File: src/rtl/console_input_arbiter_pkg.sv
// Shared types for the console input arbiter: sequencer states and ASCII helpers.
package console_pkg;

   typedef enum logic [1:0] {
      ST_CLEAR,
      ST_BANNER,
      ST_RUN
   } state_t;

   typedef logic [7:0] ascii_t;

   localparam ascii_t ASCII_NUL = 8'h00;

endpackage

File: src/rtl/console_input_arbiter_char_fifo.sv
// Show-ahead synchronous FIFO; a push while full is only taken when a pop frees a slot that cycle.
module char_fifo #(
   parameter int WIDTH = 8,
   parameter int DEPTH = 16
) (
   input  logic                     clk,
   input  logic                     rst_n,
   input  logic                     push,
   input  logic                     pop,
   input  logic                     flush,
   input  logic [WIDTH-1:0]         din,
   output logic [WIDTH-1:0]         dout,
   output logic                     full,
   output logic                     empty,
   output logic [$clog2(DEPTH):0]   count
);

   localparam int AW = $clog2(DEPTH);
   localparam logic [AW:0] DEPTH_CNT = (AW+1)'(DEPTH);

   logic [WIDTH-1:0] mem_q [DEPTH];
   logic [AW-1:0]    wr_ptr_q, wr_ptr_d;
   logic [AW-1:0]    rd_ptr_q, rd_ptr_d;
   logic [AW:0]      count_q, count_d;
   logic             do_push, do_pop;

   assign full    = (count_q == DEPTH_CNT);
   assign empty   = (count_q == '0);
   assign do_pop  = pop & ~empty;
   assign do_push = push & (~full | do_pop);
   assign dout    = mem_q[rd_ptr_q];
   assign count   = count_q;

   always_comb begin
      wr_ptr_d = wr_ptr_q;
      rd_ptr_d = rd_ptr_q;
      count_d  = count_q;
      if (flush) begin
         wr_ptr_d = '0;
         rd_ptr_d = '0;
         count_d  = '0;
      end else begin
         if (do_push) wr_ptr_d = wr_ptr_q + 1'b1;
         if (do_pop)  rd_ptr_d = rd_ptr_q + 1'b1;
         count_d = count_q + {{AW{1'b0}}, do_push} - {{AW{1'b0}}, do_pop};
      end
   end

   always_ff @(posedge clk or negedge rst_n) begin
      if (!rst_n) begin
         wr_ptr_q <= '0;
         rd_ptr_q <= '0;
         count_q  <= '0;
      end else begin
         wr_ptr_q <= wr_ptr_d;
         rd_ptr_q <= rd_ptr_d;
         count_q  <= count_d;
      end
   end

   // Storage carries no reset; occupancy is tracked by the pointers alone.
   always_ff @(posedge clk) begin
      if (do_push && !flush) mem_q[wr_ptr_q] <= din;
   end

endmodule

File: src/rtl/console_input_arbiter.sv
// Feeds vga_console's write port: banner string, buffered keyboard chars and clear commands,
// serialised with a minimum idle gap after every appended character.
//
//   state     | meaning
//   ST_CLEAR  | flush FIFO, issue one clear pulse, then banner (after reset / clear+banner) or run
//   ST_BANNER | emit non-NUL banner bytes in order, each followed by the char gap
//   ST_RUN    | drain keyboard FIFO at the gap-limited rate; honour banner requests
module console_input_arbiter
   import console_pkg::*;
#(
   parameter int                      FIFO_DEPTH = 16,
   parameter int                      BANNER_LEN = 16,
   parameter logic [BANNER_LEN*8-1:0] BANNER     = "Hello World!1234",
   parameter int                      CHAR_GAP   = 1
) (
   input  logic                          clk,
   input  logic                          rst_n,
   input  logic                          kbd_valid,
   input  logic                          kbd_pressed,
   input  logic [7:0]                    kbd_ascii,
   input  logic                          clear_req,
   input  logic                          banner_req,
   output logic [7:0]                    append_char,
   output logic                          clear,
   output logic                          busy,
   output logic [$clog2(FIFO_DEPTH):0]   fifo_count,
   output logic [7:0]                    overflow_cnt
);

   localparam int         IW     = $clog2(BANNER_LEN + 1);
   localparam logic [3:0] GAP_LD = 4'(CHAR_GAP);

   state_t        state_q, state_d;
   ascii_t        append_q, append_d;
   logic          clear_q, clear_d;
   logic          busy_q, busy_d;
   logic [3:0]    gap_q, gap_d;
   logic [IW-1:0] idx_q, idx_d;
   logic          banner_pend_q, banner_pend_d;
   logic [7:0]    ovf_q, ovf_d;

   logic          fifo_push, fifo_pop, fifo_flush;
   ascii_t        fifo_dout;
   logic          fifo_full, fifo_empty;
   logic          key_hit;

   logic          ban_found;
   logic [IW-1:0] ban_sel;
   ascii_t        ban_byte;

   char_fifo #(
      .WIDTH (8),
      .DEPTH (FIFO_DEPTH)
   ) u_fifo (
      .clk   (clk),
      .rst_n (rst_n),
      .push  (fifo_push),
      .pop   (fifo_pop),
      .flush (fifo_flush),
      .din   (kbd_ascii),
      .dout  (fifo_dout),
      .full  (fifo_full),
      .empty (fifo_empty),
      .count (fifo_count)
   );

   assign key_hit = kbd_valid & kbd_pressed & (kbd_ascii != ASCII_NUL);

   // First non-NUL byte at or after idx_q, so NULs cost no cycles.
   always_comb begin
      ban_found = 1'b0;
      ban_sel   = '0;
      ban_byte  = ASCII_NUL;
      for (int i = 0; i < BANNER_LEN; i++) begin
         if (!ban_found && (IW'(i) >= idx_q) &&
             (BANNER[(BANNER_LEN-i)*8-1 -: 8] != ASCII_NUL)) begin
            ban_found = 1'b1;
            ban_sel   = IW'(i);
            ban_byte  = BANNER[(BANNER_LEN-i)*8-1 -: 8];
         end
      end
   end

   always_comb begin
      state_d       = state_q;
      append_d      = ASCII_NUL;
      clear_d       = 1'b0;
      gap_d         = (gap_q != 4'd0) ? gap_q - 4'd1 : 4'd0;
      idx_d         = idx_q;
      banner_pend_d = banner_pend_q;
      ovf_d         = ovf_q;
      fifo_pop      = 1'b0;
      fifo_flush    = 1'b0;
      fifo_push     = 1'b0;

      if (clear_req) begin
         state_d       = ST_CLEAR;
         gap_d         = 4'd0;
         banner_pend_d = banner_req;
      end else begin
         case (state_q)
            ST_CLEAR: begin
               clear_d       = 1'b1;
               fifo_flush    = 1'b1;
               idx_d         = '0;
               banner_pend_d = 1'b0;
               state_d       = banner_pend_q ? ST_BANNER : ST_RUN;
            end
            ST_BANNER: begin
               if (gap_q == 4'd0) begin
                  if (ban_found) begin
                     append_d = ban_byte;
                     idx_d    = ban_sel + 1'b1;
                     gap_d    = GAP_LD;
                  end else begin
                     state_d = ST_RUN;
                  end
               end
            end
            ST_RUN: begin
               if (gap_q == 4'd0 && (banner_pend_q || banner_req)) begin
                  state_d       = ST_BANNER;
                  idx_d         = '0;
                  banner_pend_d = 1'b0;
               end else begin
                  if (banner_req) banner_pend_d = 1'b1;
                  if (gap_q == 4'd0 && !fifo_empty) begin
                     fifo_pop = 1'b1;
                     append_d = fifo_dout;
                     gap_d    = GAP_LD;
                  end
               end
            end
            default: state_d = ST_CLEAR;
         endcase
      end

      // Keys arriving with a clear request or during the clear cycle are discarded silently.
      if (key_hit && !clear_req && state_q != ST_CLEAR) begin
         if (!fifo_full || fifo_pop) fifo_push = 1'b1;
         else if (ovf_q != 8'hFF)    ovf_d     = ovf_q + 8'd1;
      end

      busy_d = (state_d != ST_RUN);
   end

   always_ff @(posedge clk or negedge rst_n) begin
      if (!rst_n) begin
         state_q       <= ST_CLEAR;
         append_q      <= ASCII_NUL;
         clear_q       <= 1'b0;
         busy_q        <= 1'b1;
         gap_q         <= 4'd0;
         idx_q         <= '0;
         banner_pend_q <= 1'b1;
         ovf_q         <= 8'd0;
      end else begin
         state_q       <= state_d;
         append_q      <= append_d;
         clear_q       <= clear_d;
         busy_q        <= busy_d;
         gap_q         <= gap_d;
         idx_q         <= idx_d;
         banner_pend_q <= banner_pend_d;
         ovf_q         <= ovf_d;
      end
   end

   assign append_char  = append_q;
   assign clear        = clear_q;
   assign busy         = busy_q;
   assign overflow_cnt = ovf_q;

endmodule

File: config.mk
export PLATFORM = sky130hd
export DESIGN_NAME = console_input_arbiter
export DESIGN_NICKNAME = d
export VERILOG_FILES = /design/src/rtl/console_input_arbiter_pkg.sv /design/src/rtl/console_input_arbiter_char_fifo.sv /design/src/rtl/console_input_arbiter.sv
export SDC_FILE = /design/constraint.sdc
export NUM_CORES = 1
export LEC_CHECK = 0
export CORE_ASPECT_RATIO = 0.8
export CORE_UTILIZATION = 55
export DETAILED_ROUTE_END_ITERATION = 8
export PLACE_DENSITY = 0.76
export SLEW_MARGIN = 20
export SYNTH_ARGS = -nofsm -noshare
export SYNTH_HDL_FRONTEND = slang
export SYNTH_SLANG_ARGS = --single-unit
File: constraint.sdc
create_clock -name clk -period 3.1 [get_ports clk]
set_clock_uncertainty 0.1 [all_clocks]
set_input_delay 0.465 -clock clk [delete_from_list [all_inputs] [get_ports clk]]
set_output_delay 0.465 -clock clk [all_outputs]
set_load 0.01 [all_outputs]
# Word level (Yosys, flattened, before mapping)
# Memories as Yosys holds them, arrays and structs flattened.
# Cells that the tools add are included.
[word_totals] reg_bits=43 mem_bits_rw=128 output_inout_bits=23 word_cells=196 mem_count=1
[memory_table] name="u_fifo.mem_q" words=16 width=8 read_ports=1 rd_clocked_by_memory_dff=0 write_ports=1 line_no="console_input_arbiter_char_fifo.sv:21" rtl="logic [WIDTH-1:0] mem_q [DEPTH];"
[op_classes] addsub=7 magnitude_cmp=16 n_eq_ne=9 muxes=89 n_bitwise=9 n_reduce_logical=54
[op_table] operator="2-to-1 mux 8 bit" n=14
[op_table] operator="2-to-1 mux 5 bit" n=13
[op_table] operator="2-to-1 mux 7 bit" n=7
[op_table] operator="greater-or-equal comparator 4 x 5 -> 1 bit (first input constant)" n=8
[op_table] operator="2-to-1 mux 4 bit" n=10
[op_table] operator="2-to-1 mux 1 bit" n=30
[op_table] operator="greater-or-equal comparator 3 x 5 -> 1 bit (first input constant)" n=4
[op_table] operator="logical AND 1 bit" n=20
[op_table] operator="logical NOT 1 bit" n=19
[op_table] operator="case mux 8 bit (2 select lines)" n=1
[op_table] operator="case mux 5 bit (3 select lines)" n=1
[op_table] operator="2-to-1 mux 2 bit" n=7
[op_table] operator="greater-or-equal comparator 1 x 5 -> 1 bit (first input constant)" n=2
[op_table] operator="greater-or-equal comparator 2 x 5 -> 1 bit (first input constant)" n=2
[op_table] operator="2-to-1 mux 3 bit" n=3
[op_table] operator="adder 4 x 1 -> 4 bit (second input constant)" n=2
[op_table] operator="adder 8 x 1 -> 8 bit (second input constant)" n=1
[op_table] operator="inequality test 2 bit (second input constant)" n=4
[op_table] operator="inequality test 8 bit (second input constant)" n=1
[op_table] operator="case mux 4 bit (2 select lines)" n=1
[op_table] operator="nonzero test 8 bit" n=1
[op_table] operator="case mux 2 bit (3 select lines)" n=1
[op_table] operator="nonzero test 2 bit" n=3
[op_table] operator="nonzero test 3 bit" n=2
[op_table] operator="20 further kinds" n=27

# Depth between registers and ports, before layout
[logic_depth] word_depth=52 ltp_mapped=15 ltp_nobuf=13

# Hierarchy
# Synthesis repeated with hierarchy kept, for this count alone.
[unflattened] cells_unflattened=517 hier_area_um2=7649.8
[modules_own_cells] module="char_fifo" n_inst=1 cells_per_inst=332 area_each_um2=5908.2
[modules_own_cells] module="console_input_arbiter" n_inst=1 cells_per_inst=185 area_each_um2=1741.7

# Worst setup path after synthesis
# OpenSTA, ideal clock, no wires.
[synth_path] kind="input to register" startpoint="in kbd_ascii[5]" endpoint="reg u_fifo.count_q[4], in the netlist u_fifo.count[4]" setup_ps=133 t_arrival_ps=2607 path_slack_ps=260 path_stages=13 n_path_buf=2 cell_sequence="or4_4 -> o21ai_4 -> nand2b_1 -> buf_6 -> inv_2 -> buf_6 -> ha_1 -> fa_1 -> a21oi_1 -> nor2_1 -> nor2_1 -> xnor2_1 -> nor2_1"
[synth_between] elab_chain_len=9
[synth_rtl] element="start, declared" line_no="console_input_arbiter.sv:20" rtl="input logic [7:0] kbd_ascii,"
[synth_rtl] element="nonzero test 8 bit" line_no="console_input_arbiter.sv:67" rtl="assign key_hit = kbd_valid & kbd_pressed & (kbd_ascii != ASCII_NUL);"
[synth_rtl] element="bitwise AND 1 bit" line_no="console_input_arbiter.sv:67"
[synth_rtl] element="logical AND 1 bit (2 in series)" line_no="console_input_arbiter.sv:139" rtl="if (key_hit && !clear_req && state_q != ST_CLEAR) begin"
[synth_rtl] element="2-to-1 mux 1 bit" line_no="console_input_arbiter.sv:139"
[synth_rtl] element="bitwise AND 1 bit" line_no="console_input_arbiter_char_fifo.sv:30" rtl="assign do_push = push & (~full | do_pop);"
[synth_rtl] element="adder 5 x 1 -> 5 bit" line_no="console_input_arbiter_char_fifo.sv:45" rtl="count_d = count_q + {{AW{1'b0}}, do_push} - {{AW{1'b0}}, do_pop};"
[synth_rtl] element="subtractor 5 x 1 -> 5 bit" line_no="console_input_arbiter_char_fifo.sv:45"
[synth_rtl] element="2-to-1 mux 5 bit" line_no="console_input_arbiter_char_fifo.sv:38" rtl="if (flush) begin"
[synth_rtl] element="named net u_fifo.count_d[4]" line_no="console_input_arbiter_char_fifo.sv:24" rtl="logic [AW:0] count_q, count_d;"
[synth_rtl] element="end signal, assigned" line_no="console_input_arbiter_char_fifo.sv:57" rtl="count_q <= count_d;"
[synth_rtl] element="end, declared" line_no="console_input_arbiter_char_fifo.sv:24"
# The timed path passes the listed nets, and every way through them passes these cells.
# A chain may end at the register's enable or synchronous reset.

# Final worst setup path
[layout_path] startpoint="reg state_q[1]" endpoint="mem u_fifo.mem_q[3][0], enable pin"
[layout_between] elab_chain_len=10 word_cells_on_any_way=18
[layout_rtl] element="start, declared" line_no="console_input_arbiter.sv:33" rtl="state_t state_q, state_d;"
[layout_rtl] element="start signal, assigned" line_no="console_input_arbiter.sv:158" rtl="state_q <= state_d;"
[layout_rtl] element="== test 2 bit" line_no="console_input_arbiter.sv:101" rtl="case (state_q)"
[layout_rtl] element="2-to-1 mux 1 bit" line_no="console_input_arbiter.sv:101"
[layout_rtl] element="2-to-1 mux 1 bit" line_no="console_input_arbiter.sv:96" rtl="if (clear_req) begin"
[layout_rtl] element="logical OR 1 bit" line_no="console_input_arbiter.sv:140" rtl="if (!fifo_full || fifo_pop) fifo_push = 1'b1;"
[layout_rtl] element="2-to-1 mux 1 bit" line_no="console_input_arbiter.sv:140"
[layout_rtl] element="2-to-1 mux 1 bit" line_no="console_input_arbiter.sv:139"
[layout_rtl] element="bitwise AND 1 bit" line_no="console_input_arbiter_char_fifo.sv:30"
[layout_rtl] element="logical AND 1 bit (*)" line_no="console_input_arbiter_char_fifo.sv:63" rtl="if (do_push && !flush) mem_q[wr_ptr_q] <= din;"
[layout_rtl] element="2-to-1 mux 1 bit (*)" line_no="console_input_arbiter_char_fifo.sv:63"
[layout_rtl] element="2-to-1 mux 1 bit (not written as such) (*)" line_no="console_input_arbiter_char_fifo.sv:63"
[layout_rtl] element="end, declared" line_no="console_input_arbiter_char_fifo.sv:21"
# Mark *: on every way between the ends. The rest lies on a longest branch, timed or not.

==> metrics.md <==
| Metric | Value |
|---|---|
| Asr flop ratio synth | 25.1% |
| Row count | 37 |
| R2R Path Start | state_q[1] |
| Finish-stage setup viols | 0 |
| Drc violations | 0 |
| CP Class | reg -> reg |
| First-pass GRT wire length | 25900 µm |
| Post-Syn Nets | 511 |
| Worst slew pin tran | 1.12 ns |
| Reg2reg end | u_fifo.mem_q[3][0] |
| Worst R2R Path Depth | 8 |
| Max Buffers Root-to-Sink | 2 |
| Cell Area, Synth | 7470 µm² |
| Post-synth EDFFs | 128 |
| Power per cell area | 666 nW/µm² |
| Root buffer cell | clkbuf_16 |
| Filler cell count | 871 |
| WP data required | 3.15 ns |
| Number of DRC markers in iteration 0 | 438 |
| Area Overhead vs Synth | 18.8% |
| Antenna violations before repair | 0 |
| Area of the multi-input gates | 2360 µm² |
| Final min period | 2.97 ns |
| Final GP Congestion | 0.803 |
| RSZ-0062 raised after global routing | no |
| Pin count of the biggest net entering global routing | 44 |
| Number of global-route vias before repair | 4509 |
| Status | finished clean |
| Critical path arrival | 3.01 ns |
| Kind of end point of the critical path | register |
| Crit-path max FO | 7 |
| Die X | 132 µm |
| Layout cell share with drive strength beyond 1 | 21.4% |
| Clk network pwr share | 37.2% |
| Post-Syn Area per Cell | 15.7 µm² |
| Starting Density | 57.2% |
| Post-CTS setup buffers | 0 |
| Die Ht | 106 µm |
| H-tree levels | 4 |
| PortBufs | 36 |
| Ant diodes | 0 |
| Top area cells in the synthesized netlist | edfxtp_1, dfrtp_1, mux4_2 |
| Combinational power share | 17.5% |
| Io pins | 37 |
| CTS tree | built |
| Clock Latency Late Sink | 0.43 ns |
| Sink Count | 171 |
| Place WS | -0.101 ns |
| GRT Util Overall | 25.8% |
| VDD IR-drop max | 0.465 mV |
| Pre-antenna DRT Iters | 5 |
| Synth area leader | edfxtp_1 |
| Fmax | 337 MHz |
| YS warnings | 0 |
| Final WL | 16800 µm |
| #FFs+latches synth | 171 |
| Final core occ | 67.9% |
| Clk slew on worst S/H paths | 0.07 ns |
| Gr ovfl total | 0 |
| Post-route setup slack | 0.132 ns |
| Antenna Nets Post-Route | 0 |
| Hold path start | gap_q[0] |
| Cells after Synth | 477 |
| Num CTS Buffers | 17 |
| Dpl hpwl | 10800 µm |
| NetSw | 0.00166 W |
| Hold endpoint | gap_q[0] |
| Wire per inst | 22.8 µm |
| Fin crit share | 95.7% |
| Final Hold Fails | 0 |
| Sequential cell area fraction in the yosys report | 65.9% |
| R2R Setup Slk | 0.13 ns |
| Startpoint Class | register |
| Core footprint | 13100 µm² |
| Hold Crit Class | reg -> reg |
| Die area | 14000 µm² |
| Cell leakage power | 3.18 nW |
| Fin nets | 582 |
| Hold path depth | 1 |
| Max-cap viol count | 0 |
| Routed vias | 4512 |
| Sw Ratio | 28.1% |
| Netlist cell types | 60 |
| Reg area | 4920 µm² |
| Slew headroom | 24.8% |
| Power Total | 0.00591 W |
| Ys flop type | edfxtp_1 |
| Sequential share of power | 45.3% |
| Via/cell ratio | 6.13 |
| Share of the synthesized area in the top cell type | 51.5% |
| Final-report max-slew violation count | 0 |
| Design internal power | 0.00424 W |
through the flow:
| step | cell area, µm² | cells | setup TNS [ns] | hold slack (ns) |
|---|---|---|---|---|
| 6_report | 8870 | 736 | 0 | 0.406 |
| 5_1_grt | 8870 | 736 | 0 | 0.428 |
| 4_1_cts | 8830 | 734 | 0 | 0.126 |
| 3_5_place_dp | 8210 | 702 | -0.594 | 0.386 |
| 3_3_place_gp | 8210 | 702 | -0.0782 | 0.380 |
| 2_1_floorplan | 7470 | 477 | 0 | 0.0694 |
state kept, by name (all words and copies together), names as in the netlist:
| name | flops |
|---|---|
| gap_q | 4 |
| u_fifo.count | 5 |
| append_char | 8 |
| u_fifo.wr_ptr_q | 4 |
| clear | 1 |
| overflow_cnt | 8 |
| banner_pend_q | 1 |
| busy | 1 |
| state_q | 2 |
| u_fifo.rd_ptr_q | 4 |
| u_fifo.mem_q | 128 |
| idx_q | 5 |
layer usage:
| metal | share of wire, % | track usage, % |
|---|---|---|
| met4 | 2.4 | 9.20 |
| met5 | 0 | 0 |
| met1 | 41 | 34.0 |
| met3 | 8.4 | 7.11 |
| met2 | 48 | 41.6 |
worst max-delay path, stage by stage (launching register included):
cell and delay, ns:
dfrtp_1 0.43, inv_1 0.09, ha_1 0.22, and4bb_2 0.37
o21ai_4 0.07, nand2b_1 0.17, buf_4 0.17, nor3_1 0.78
buf_4 0.29
layout by cell type (no fill, tap or decap), types with 3 or more instances in the layout:
cell type | Yosys | final
o221ai_1 | 7 | 7
edfxtp_1 | 128 | 128
xnor2_1 | 11 | 11
clkbuf_16 | 0 | 17
and2_1 | 5 | 5
or3_1 | 3 | 3
nand2b_1 | 6 | 6
nor3_1 | 10 | 10
a211oi_1 | 3 | 3
nor2b_1 | 8 | 8
nor2_1 | 28 | 28
mux2i_1 | 18 | 18
clkdlybuf4s50_1 | 0 | 35
nand2_1 | 18 | 18
and3_1 | 9 | 9
nor3b_1 | 4 | 4
nand4_1 | 7 | 7
inv_8 | 0 | 7
a21oi_1 | 10 | 10
nand3_1 | 10 | 10
xor2_1 | 7 | 7
dfrtp_1 | 41 | 40
inv_1 | 16 | 16
buf_4 | 1 | 38
o21ai_0 | 15 | 15
ha_1 | 19 | 19
a22o_1 | 3 | 3
mux4_2 | 30 | 30
inv_6 | 0 | 3
area by class of cell:
type,instances,share of cell area [%]
repair buffers,76,7.65
inverters,17,0.720
flip-flops and latches,171,55.5
well taps,175,2.47
clock buffers,17,4.80
clock inverters,15,2.16
multi-input cells,265,26.7
how the worst max path moves through the flow:
stage | cells after the start | slack, ns | end | from
global placement | 12 | -0.08 | u_fifo.count[4] | kbd_ascii[7]
finish | 8 | 0.13 | u_fifo.mem_q[3][0] | state_q[1]
global route | 8 | 0.05 | u_fifo.mem_q[3][0] | gap_q[0]
floorplan | 13 | 0.26 | u_fifo.count[4] | kbd_ascii[5]
detailed placement | 7 | -0.10 | u_fifo.mem_q[3][1] | clear_req
CTS | 8 | 0.19 | u_fifo.mem_q[3][0] | state_q[1]
power groups by stage:
stage / clock, W / combinational, W / sequential [W]
CTS: 0.00221 / 0.00103 / 0.00267
global placement: 0 / 0.000985 / 0.00272
floorplan: 0 / 0.000668 / 0.00270
finish: 0.00220 / 0.00103 / 0.00268
global route: 0.00231 / 0.00115 / 0.00269
detailed placement: 0 / 0.00102 / 0.00272
synth_stat cells, types with 5 or more instances:
library cell and n:
ha_1 19, buf_2 5, edfxtp_1 128, mux4_2 30, nand3_1 10, inv_1 16, o221ai_1 7, nor2_1 28
o21ai_0 15, nand4_1 7, clkbuf_1 12, and2_1 5, mux2i_1 18, xor2_1 7, dfrtp_1 41, nand2_1 18
nor3_1 10, nand2b_1 6, xnor2_1 11, and3_1 9, a21oi_1 10, nor2b_1 8
cells by family after synthesis:
| family | Yosys count | share of synthesized area [%] |
|---|---|---|
| flip-flops | 171 | 65.9 |
| AND/OR/NAND/NOR | 125 | 9.35 |
| AO/OA/AOI/OAI | 53 | 5.15 |
| multiplexers | 49 | 11.6 |
| buffers and inverters | 41 | 2.40 |
| adder cells (fa/ha/maj) | 20 | 3.45 |
| XOR/XNOR | 18 | 2.11 |
repair_timing:
action / CTS / global route
hold endpoints to repair: 0 / 17
setup endpoints to repair: 0 / 0
resized for setup: 0 / 0
hold buffers: 0 / 1
Note: power is estimated with default switching activity, not from simulation.
